<file path="src/rtl/guitar_pkg.sv">
// guitar_pkg: shared envelope state encoding and audio constants for the voice stages
package guitar_pkg;
    typedef enum logic [1:0] {IDLE = 2'd0, ATTACK = 2'd1, DECAY = 2'd2} env_state_t;
    localparam logic [7:0] ENV_MAX = 8'd255;
    localparam logic [7:0] PWM_MID = 8'd128;
    localparam int CLK_MHZ = 25;
endpackage

</file>
<file path="src/rtl/pwm_dac.sv">
// pwm_dac: 8-bit free-running PWM, output high while the counter is below the sample
module pwm_dac (
    input  logic       clk,
    input  logic       reset,
    input  logic [7:0] sample,
    output logic       pwm_out
);
    logic [7:0] pcnt;
    always_ff @(posedge clk or posedge reset)
        if (reset) begin
            pcnt    <= '0;
            pwm_out <= 1'b0;
        end else begin
            pcnt    <= pcnt + 8'd1;
            pwm_out <= pcnt < sample;
        end
endmodule

</file>
<file path="src/rtl/pluck_envelope.sv">
// pluck_envelope: plucked-string attack/decay envelope applied to a square tone, PWM audio out.
// Define PLUCK_LINEAR_DECAY_EN for a constant 1-per-tick decay instead of the exponential one.
module pluck_envelope
    import guitar_pkg::*;
#(
    parameter int TICK_DIV    = 250000,
    parameter int ATTACK_STEP = 64,
    parameter int DECAY_SHIFT = 4
) (
    input  logic       clk,
    input  logic       reset,
    input  logic       strum,
    input  logic       tone_in,
    output logic       pwm_out,
    output logic [7:0] env_level,
    output logic       busy
);
    localparam int TW = $clog2(TICK_DIV);
    logic s1, s2, s3, strum_evt, tick;
    logic [TW-1:0] tcnt;
    env_state_t state;
    logic [7:0] env, sample, dec, half;
    logic [8:0] sum;
    assign env_level = env;
    always_comb begin
        strum_evt = s2 ^ s3;
        tick      = tcnt == TW'(TICK_DIV - 1);
        sum       = {1'b0, env} + 9'(ATTACK_STEP);
        half      = {1'b0, env[7:1]};
`ifdef PLUCK_LINEAR_DECAY_EN
        dec       = 8'd1;
`else
        dec       = (env >> DECAY_SHIFT) == 8'd0 ? 8'd1 : env >> DECAY_SHIFT;
`endif
    end
    always_ff @(posedge clk or posedge reset)
        if (reset) begin
            {s1, s2, s3} <= '0;
            tcnt         <= '0;
            state        <= IDLE;
            env          <= '0;
            busy         <= 1'b0;
            sample       <= '0;
        end else begin
            {s1, s2, s3} <= {strum, s1, s2};
            tcnt         <= tick ? '0 : tcnt + 1'b1;
            sample       <= tone_in ? PWM_MID + half : PWM_MID - half;
            // a strum edge retriggers from the current level and swallows a coincident tick
            if (strum_evt) begin
                state <= ATTACK;
                busy  <= 1'b1;
            end else if (tick)
                case (state)
                    ATTACK: begin
                        env <= sum[8] ? ENV_MAX : sum[7:0];
                        if (sum[8] || sum[7:0] == ENV_MAX) state <= DECAY;
                    end
                    DECAY:
                        if (dec >= env) begin
                            env   <= '0;
                            state <= IDLE;
                            busy  <= 1'b0;
                        end else env <= env - dec;
                    default: ;
                endcase
        end
    pwm_dac u_dac (
        .clk    (clk),
        .reset  (reset),
        .sample (sample),
        .pwm_out(pwm_out)
    );
endmodule
</file>
<file path="config.mk">
export PLATFORM = sky130hd
export DESIGN_NAME = pluck_envelope
export DESIGN_NICKNAME = d
export VERILOG_FILES = /design/src/rtl/guitar_pkg.sv /design/src/rtl/pwm_dac.sv /design/src/rtl/pluck_envelope.sv
export SDC_FILE = /design/constraint.sdc
export NUM_CORES = 1
export LEC_CHECK = 0
export CAP_MARGIN = 10
export CORE_AREA = 4 4 78 152
export CTS_BUF_LIST = sky130_fd_sc_hd__clkbuf_8
export DETAILED_ROUTE_END_ITERATION = 10
export DIE_AREA = 0 0 82 156
export GPL_TIMING_DRIVEN = 0
export PLACE_DENSITY_LB_ADDON = 0.2
export SYNTH_ARGS = -nofsm -noshare
export SYNTH_HDL_FRONTEND = slang
export SYNTH_SLANG_ARGS = --single-unit
export TNS_END_PERCENT = 100
</file>
<file path="constraint.sdc">
create_clock -name clk -period 2.8 [get_ports clk]
set_input_delay 0.28 -clock clk [delete_from_list [all_inputs] [get_ports clk]]
set_output_delay 0.28 -clock clk [all_outputs]
set_load 0.05 [all_outputs]
</file>
Word level (Yosys, flattened, before mapping):

Cells that the tools add are included.
Widths: inputs -> output; s select.

* flip-flop bits (word level): 49
* latch bits: 0
* memory bits (writable): 0
* bits in read-only memories: 0
* bits of input ports: 4
* memories kept: 0

* add/sub/neg operators: 6
* $mul: 0
* divide/modulo/power cells: 0
* order comparisons: 2
* eq/ne operators: 6
* shift-type cells: 0
* mux-type cells: 15
* bitwise logic cells: 2
* reductions and logical operators: 10

Operators with widths (number)
* $mux 8: 3
* $add 18x1->18 const B: 1
* $eq 18x18->1 const B: 1
* $mux 18: 1
* $pmux 8 s2: 1
* $add 8x7->9 const B: 1
* $add 8x1->8 const B: 1
* $add 8x7->8 const A: 1
* $eq 8x8->1 const B: 1
* $ge 4x8->1: 1
* $logic_not 8->1: 1
* $lt 8x8->1: 1
* $mux 2: 4
* $reduce_bool 2->1: 4
* $sub 8x4->8: 1
* $sub 8x7->8 const A: 1
* $ne 3x3->1 const B: 2
* $reduce_and 3->1: 2
* $mux 1: 4
* $mux 4: 1
* $pmux 2 s2: 1
* $reduce_and 4->1: 1
* $reduce_bool 3->1: 1
* $eq 2x1->1 const B: 1
* 4 further kinds: 4

Longest topological paths before layout:

Gate-level depths: netlist (run 1).

* depth after elaboration: 7
* gate-level depth with buffers: 11
* gate-level depth less buffers: 10

By module:

A second synthesis (run 1) with hierarchy kept.

* cells, all modules: 261
* area, all modules: 2595.0 um^2

By module, submodules not included
* pluck_envelope: times used 1, cells an instance 208, area each 2072.0 um^2, sequential area each 1001.0 um^2
* pwm_dac: times used 1, cells an instance 53, area each 523.0 um^2, sequential area each 225.2 um^2

Least setup slack after synthesis (run 1):

Ideal clock, no wire load.

* path type: register to register
* from: reg env[7] (netlist: env_level[7])
* to: reg env[4] (netlist: env_level[4])
* library setup time: 0.087 ns
* arrival time: 2.984 ns
* required time: 2.713 ns
* path slack: -0.271 ns
* cell stages (with the launch flop): 12
* period minus slack after synthesis: 3.071 ns
* cell sequence: dfrtp_1 > clkbuf_1 > nor4_1 > or2_2 > ha_1 > inv_1 > fa_1 > a21o_1 > a21oi_1 > nand4_1 > or4_1 > o211ai_1

* word-level cells in the longest chain between the ends: 5
* elaborated cells on any way between the ends: 8

Ends and longest elaborated chain
* from (decl): RTL line pluck_envelope.sv:22 `logic [7:0] env, sample, dec, half;`
* from (signal assigned): RTL line pluck_envelope.sv:55 `env <= sum[8] ? ENV_MAX : sum[7:0];`
* from (signal assigned): RTL line pluck_envelope.sv:63 `end else env <= env - dec;`
* $logic_not 8->1: RTL line pluck_envelope.sv:33 `dec = (env >> DECAY_SHIFT) == 8'd0 ? 8'd1 : env >> DECAY_SHIFT;`
* $mux 4: RTL line pluck_envelope.sv:33
* $sub 8x4->8 / $ge 4x8->1 (equally long branches): RTL line pluck_envelope.sv:63, pluck_envelope.sv:59
* $mux 8: RTL line pluck_envelope.sv:59 `if (dec >= env) begin`
* $pmux 8 s2 *: RTL line pluck_envelope.sv:53 `case (state)`

Mark *: on every way between the ends. The rest lies on a longest branch, timed or not.
A chain may end at the register's enable or synchronous reset.

Worst setup path after layout (run 1):

* from: reg env[5] (netlist: env_level[5])
* to: reg env[4] (netlist: env_level[4])

Same word-level chain as after synthesis.

==> metrics.csv, run 1 <==
stage;metric;value;unit
worst_hold_path;holdCritPathClass;in2async;
yosys;seq_area_frac_synth;0.471;
yosys;ys_seq_elements;49;
layout;drive_gt1_frac;0.120;
grt;grt_overflow_total;0;
timing;slew_viol_final;0;
pwr;power_leakage;1.35;nW
placement;placedCellCount;409;
grt;grt_pass1_wl;10200;um
pwr;p_per_area;410;nW/um^2
pwr;internal_power;1.01;mW
status;status;finished, final reports clean;
detailed_routing;first_pass_iters;4;
worst_setup_path;startpoint;env_level[5]$_DFFE_PP0P_;
grt;antenna_found_initial;0;
worst_setup_path;worstSetupPathType;reg2reg;
floorplan;initial_core_util;0.245;
floorplan;die_w;82;um
timing;fin_crit_sh;0.951;
worst_setup_path;reg2reg_slack;0.14;ns
yosys;async_flop_share;1.00;
yosys;syn_nets;279;
timing;timing.fmax;375;MHz
layout;fin_cells;421;
placement;post-dp-hpwl;4550;um
placement;port_buffers;13;
detailed_routing;drtIter0Drc;109;
pwr;p_total;1.29;mW
timing;finalHoldViolations;0;
timing;layout_min_cycle_time;2.66;ns
layout;nFillCells;1156;
cts;path_clk_slew;0.09;ns
pwr;pwr-share-seq;0.552;
detailed_routing;ant_nets;0;
floorplan;die-area;12800;um^2
timing;rsz0062_at_grt;false;
yosys;syn-cell-area;2600;um^2
worst_setup_path;timing.rr.start;env_level[5]$_DFFE_PP0P_;
grt;grt_usage;0.105;
pwr;p_comb_frac;0.023;
floorplan;die_h;156;um
pwr;clockPowerShare;0.426;
worst_setup_path;cp_max_fo;5;
detailed_routing;route.detailed.drc;0;
yosys;avgSynthCellArea;10.1;um^2
detailed_routing;viasPerCell;4.67;
timing;setup_viol_count_final;0;
detailed_routing;totalWireLength;6100;um
layout;nets;304;
timing;worst_pin_slew;0.777;ns
layout;fin_area;3140;um^2
yosys;yosysWarnings;0;
worst_setup_path;cp.depth;10;
layout;utilization;0.296;
cts;clock_tree.root_cell;clkbuf_8;
placement;gp_congestion;0.821;
worst_setup_path;cp-endpoint;env_level[4]$_DFFE_PP0P_;
pwr;irDropWorstVdd;0.198;mV
worst_setup_path;cpPeakStageDelay;0.46;ns
yosys;synthTopCellsByCount;49 x dfrtp_1, 25 x inv_1, 19 x nor2_1;
worst_setup_path;r2r_cells;10;
yosys;synth_most_common_cell;dfrtp_1;
timing;finalClockSkew;0.00887;ns
worst_setup_path;critPathSlowestCell;dfrtp_2;
cts;clk_latency;0.31;ns
worst_setup_path;crit_family;simple AND/OR/NAND/NOR gates;
cts;cts_buffers;5;
yosys;synth_ff_type;dfrtp_1;
pwr;p_switching;0.278;mW
worst_setup_path;arrival;2.89;ns
grt;grt_max_degree;29;
floorplan;rows;53;
cts;cts_tree;done;
worst_setup_path;cp.buffers_inverters;1;
floorplan;core_area;10600;um^2
detailed_routing;avgRoutedWirePerCell;14.5;um
cts;cts_htree_levels;2;
pwr;switching_share;0.216;
yosys;synth_area_leader_cell;dfrtp_1;
cts;clock_path_buffers;2;
yosys;synth_top_area_frac;0.471;
job;maxCapViolations;0;
yosys;synth.distinct_cells;45;
cts;clkSinkCount;49;
worst_setup_path;worstReg2RegEnd;env_level[4]$_DFFE_PP0P_;
worst_setup_path;crit_path_start_kind;flop;
yosys;synth_edf_count;0;
yosys;syn_inst;258;
placement;place_area;2950;um^2
layout;diodes;0;
floorplan;ioPinCount;14;
grt;grt_pass1_vias;2108;
worst_setup_path;path_cells;nor4_4 -> or2_4 -> ha_4 -> inv_1 -> fa_2 -> a21o_1 -> a21oi_2 -> nand4_1 -> or4_1 -> o211ai_1;
yosys;ys_top_cells_by_area;dfrtp_1 47%, ha_1 7.7%, xnor2_1 5.4%;
worst_setup_path;cp.required;3.03;ns
worst_setup_path;critical_path.endpoint_type;flop;
detailed_routing;via_count;1966;
layout;synthToLayoutAreaGrowth;20.6;%
timing;slew_headroom;0.477;
[worst reg2reg max path, delay by kind of cell (launching register included)]
family                     cells  cell delay (ns)
and+or+nand+nor                4             1.08
AOI/OAI and AO/OA              3             0.54
adders and majority gates      2             0.47
DFF                            1             0.46
buffers and inverters          1             0.05
[registers in the layout, indices dropped and copies added, names as in the netlist]
name / count
tcnt: 18
env_level: 8
sample: 8
u_dac.pcnt: 8
state: 2
busy: 1
s1: 1
s2: 1
s3: 1
u_dac.pwm_out: 1
[what timing repair did]
action	in CTS	in global routing
hold buffers	0	0
gates resized for setup	6	5
buffers inserted	2	5
endpoints found under the hold margin	0	0
pin swaps	3	2
gates cloned	0	0
setup endpoints to repair	8	4
[area by class of cell]
class                           instances  area, um^2  share of cell area
Multi-Input combinational cell        177        1300               0.415
Sequential cell                        49        1230               0.392
Timing Repair Buffer                   21         203              0.0646
Tap cell                              137         171              0.0546
Inverter                               25        93.8              0.0299
Clock buffer                            6        82.6              0.0263
Clock inverter                          2        37.5              0.0120
Buffer                                  4        20.0             0.00638
[through the flow]
| stage | TNS, ns | hold slack (ns) | setup WS (ns) |
|---|---|---|---|
| detailed placement | -1.37 | 0.344 | -0.402 |
| floorplan | 0 | 0.311 | 0.00401 |
| finish | 0 | 0.319 | 0.136 |
| global placement | -1.22 | 0.336 | -0.407 |
| CTS | 0 | 0.334 | 0.0227 |
| global route | 0 | 0.356 | 0.0365 |
[power groups by stage]
stage	registers [mW]	logic, mW	clock network, mW
after floorplan	0.724	0.0153	0
after global placement	0.724	0.0275	0
after detailed placement	0.724	0.0316	0
after CTS	0.710	0.0317	0.574
after global routing	0.710	0.0346	0.599
final	0.710	0.0294	0.548
[cells by family (layout without fill, tap and decap cells)]
group	count (synthesis)	count (layout)	share of synthesized area
buffers and inverters	32	58	0.0476
AOI/OAI and AO/OA	49	49	0.126
adders and majority gates	17	17	0.0846
muxes	2	2	0.00817
DFF	49	49	0.471
xor gates and xnor gates	27	27	0.0909
and+or+nand+nor	82	82	0.172
[placed cells by master, fill, tap and decap left out, drive strengths merged, types with 9 or more instances in the layout]
| master | instances |
|---|---|
| inv | 25 |
| ha | 16 |
| xnor2 | 16 |
| clkdlybuf4s50 | 13 |
| buf | 9 |
| dfrtp | 49 |
| nand3 | 13 |
| o21ai | 12 |
| xor2 | 11 |
| nand2 | 10 |
| nor2 | 19 |
| clkbuf | 9 |
[how the worst min path moves through the flow]
| stage | to | cells past startpoint |
|---|---|---|
| floorplan | s1$_DFF_PP0_ | 0 |
| global placement | s2$_DFF_PP0_ | 0 |
| detailed placement | s2$_DFF_PP0_ | 0 |
| CTS | u_dac.pwm_out$_DFF_PP0_ | 2 |
| global route | u_dac.pwm_out$_DFF_PP0_ | 2 |
| finish | u_dac.pwm_out$_DFF_PP0_ | 2 |
[metal layers]
layer	wire, um	share of wire	global-route usage
met5	0	0	0
met4	217	0.036	0.0674
met3	128	0.021	0.0116
met2	3430	0.56	0.191
met1	2320	0.38	0.108
No activity file was read; power rests on OpenSTA's default activity.
==> inputs of run 2 (changes only) <==
--- a/config.mk
+++ b/config.mk
@@ -8,6 +8,7 @@
 export CAP_MARGIN = 10
 export CORE_AREA = 4 4 78 152
 export CTS_BUF_LIST = sky130_fd_sc_hd__clkbuf_8
+export CTS_CLUSTER_SIZE = 25
 export DETAILED_ROUTE_END_ITERATION = 10
 export DIE_AREA = 0 0 82 156
 export GPL_TIMING_DRIVEN = 0
==> results of run 2 <==
The final DEF is identical to that of run 1; final timing and power are the same.
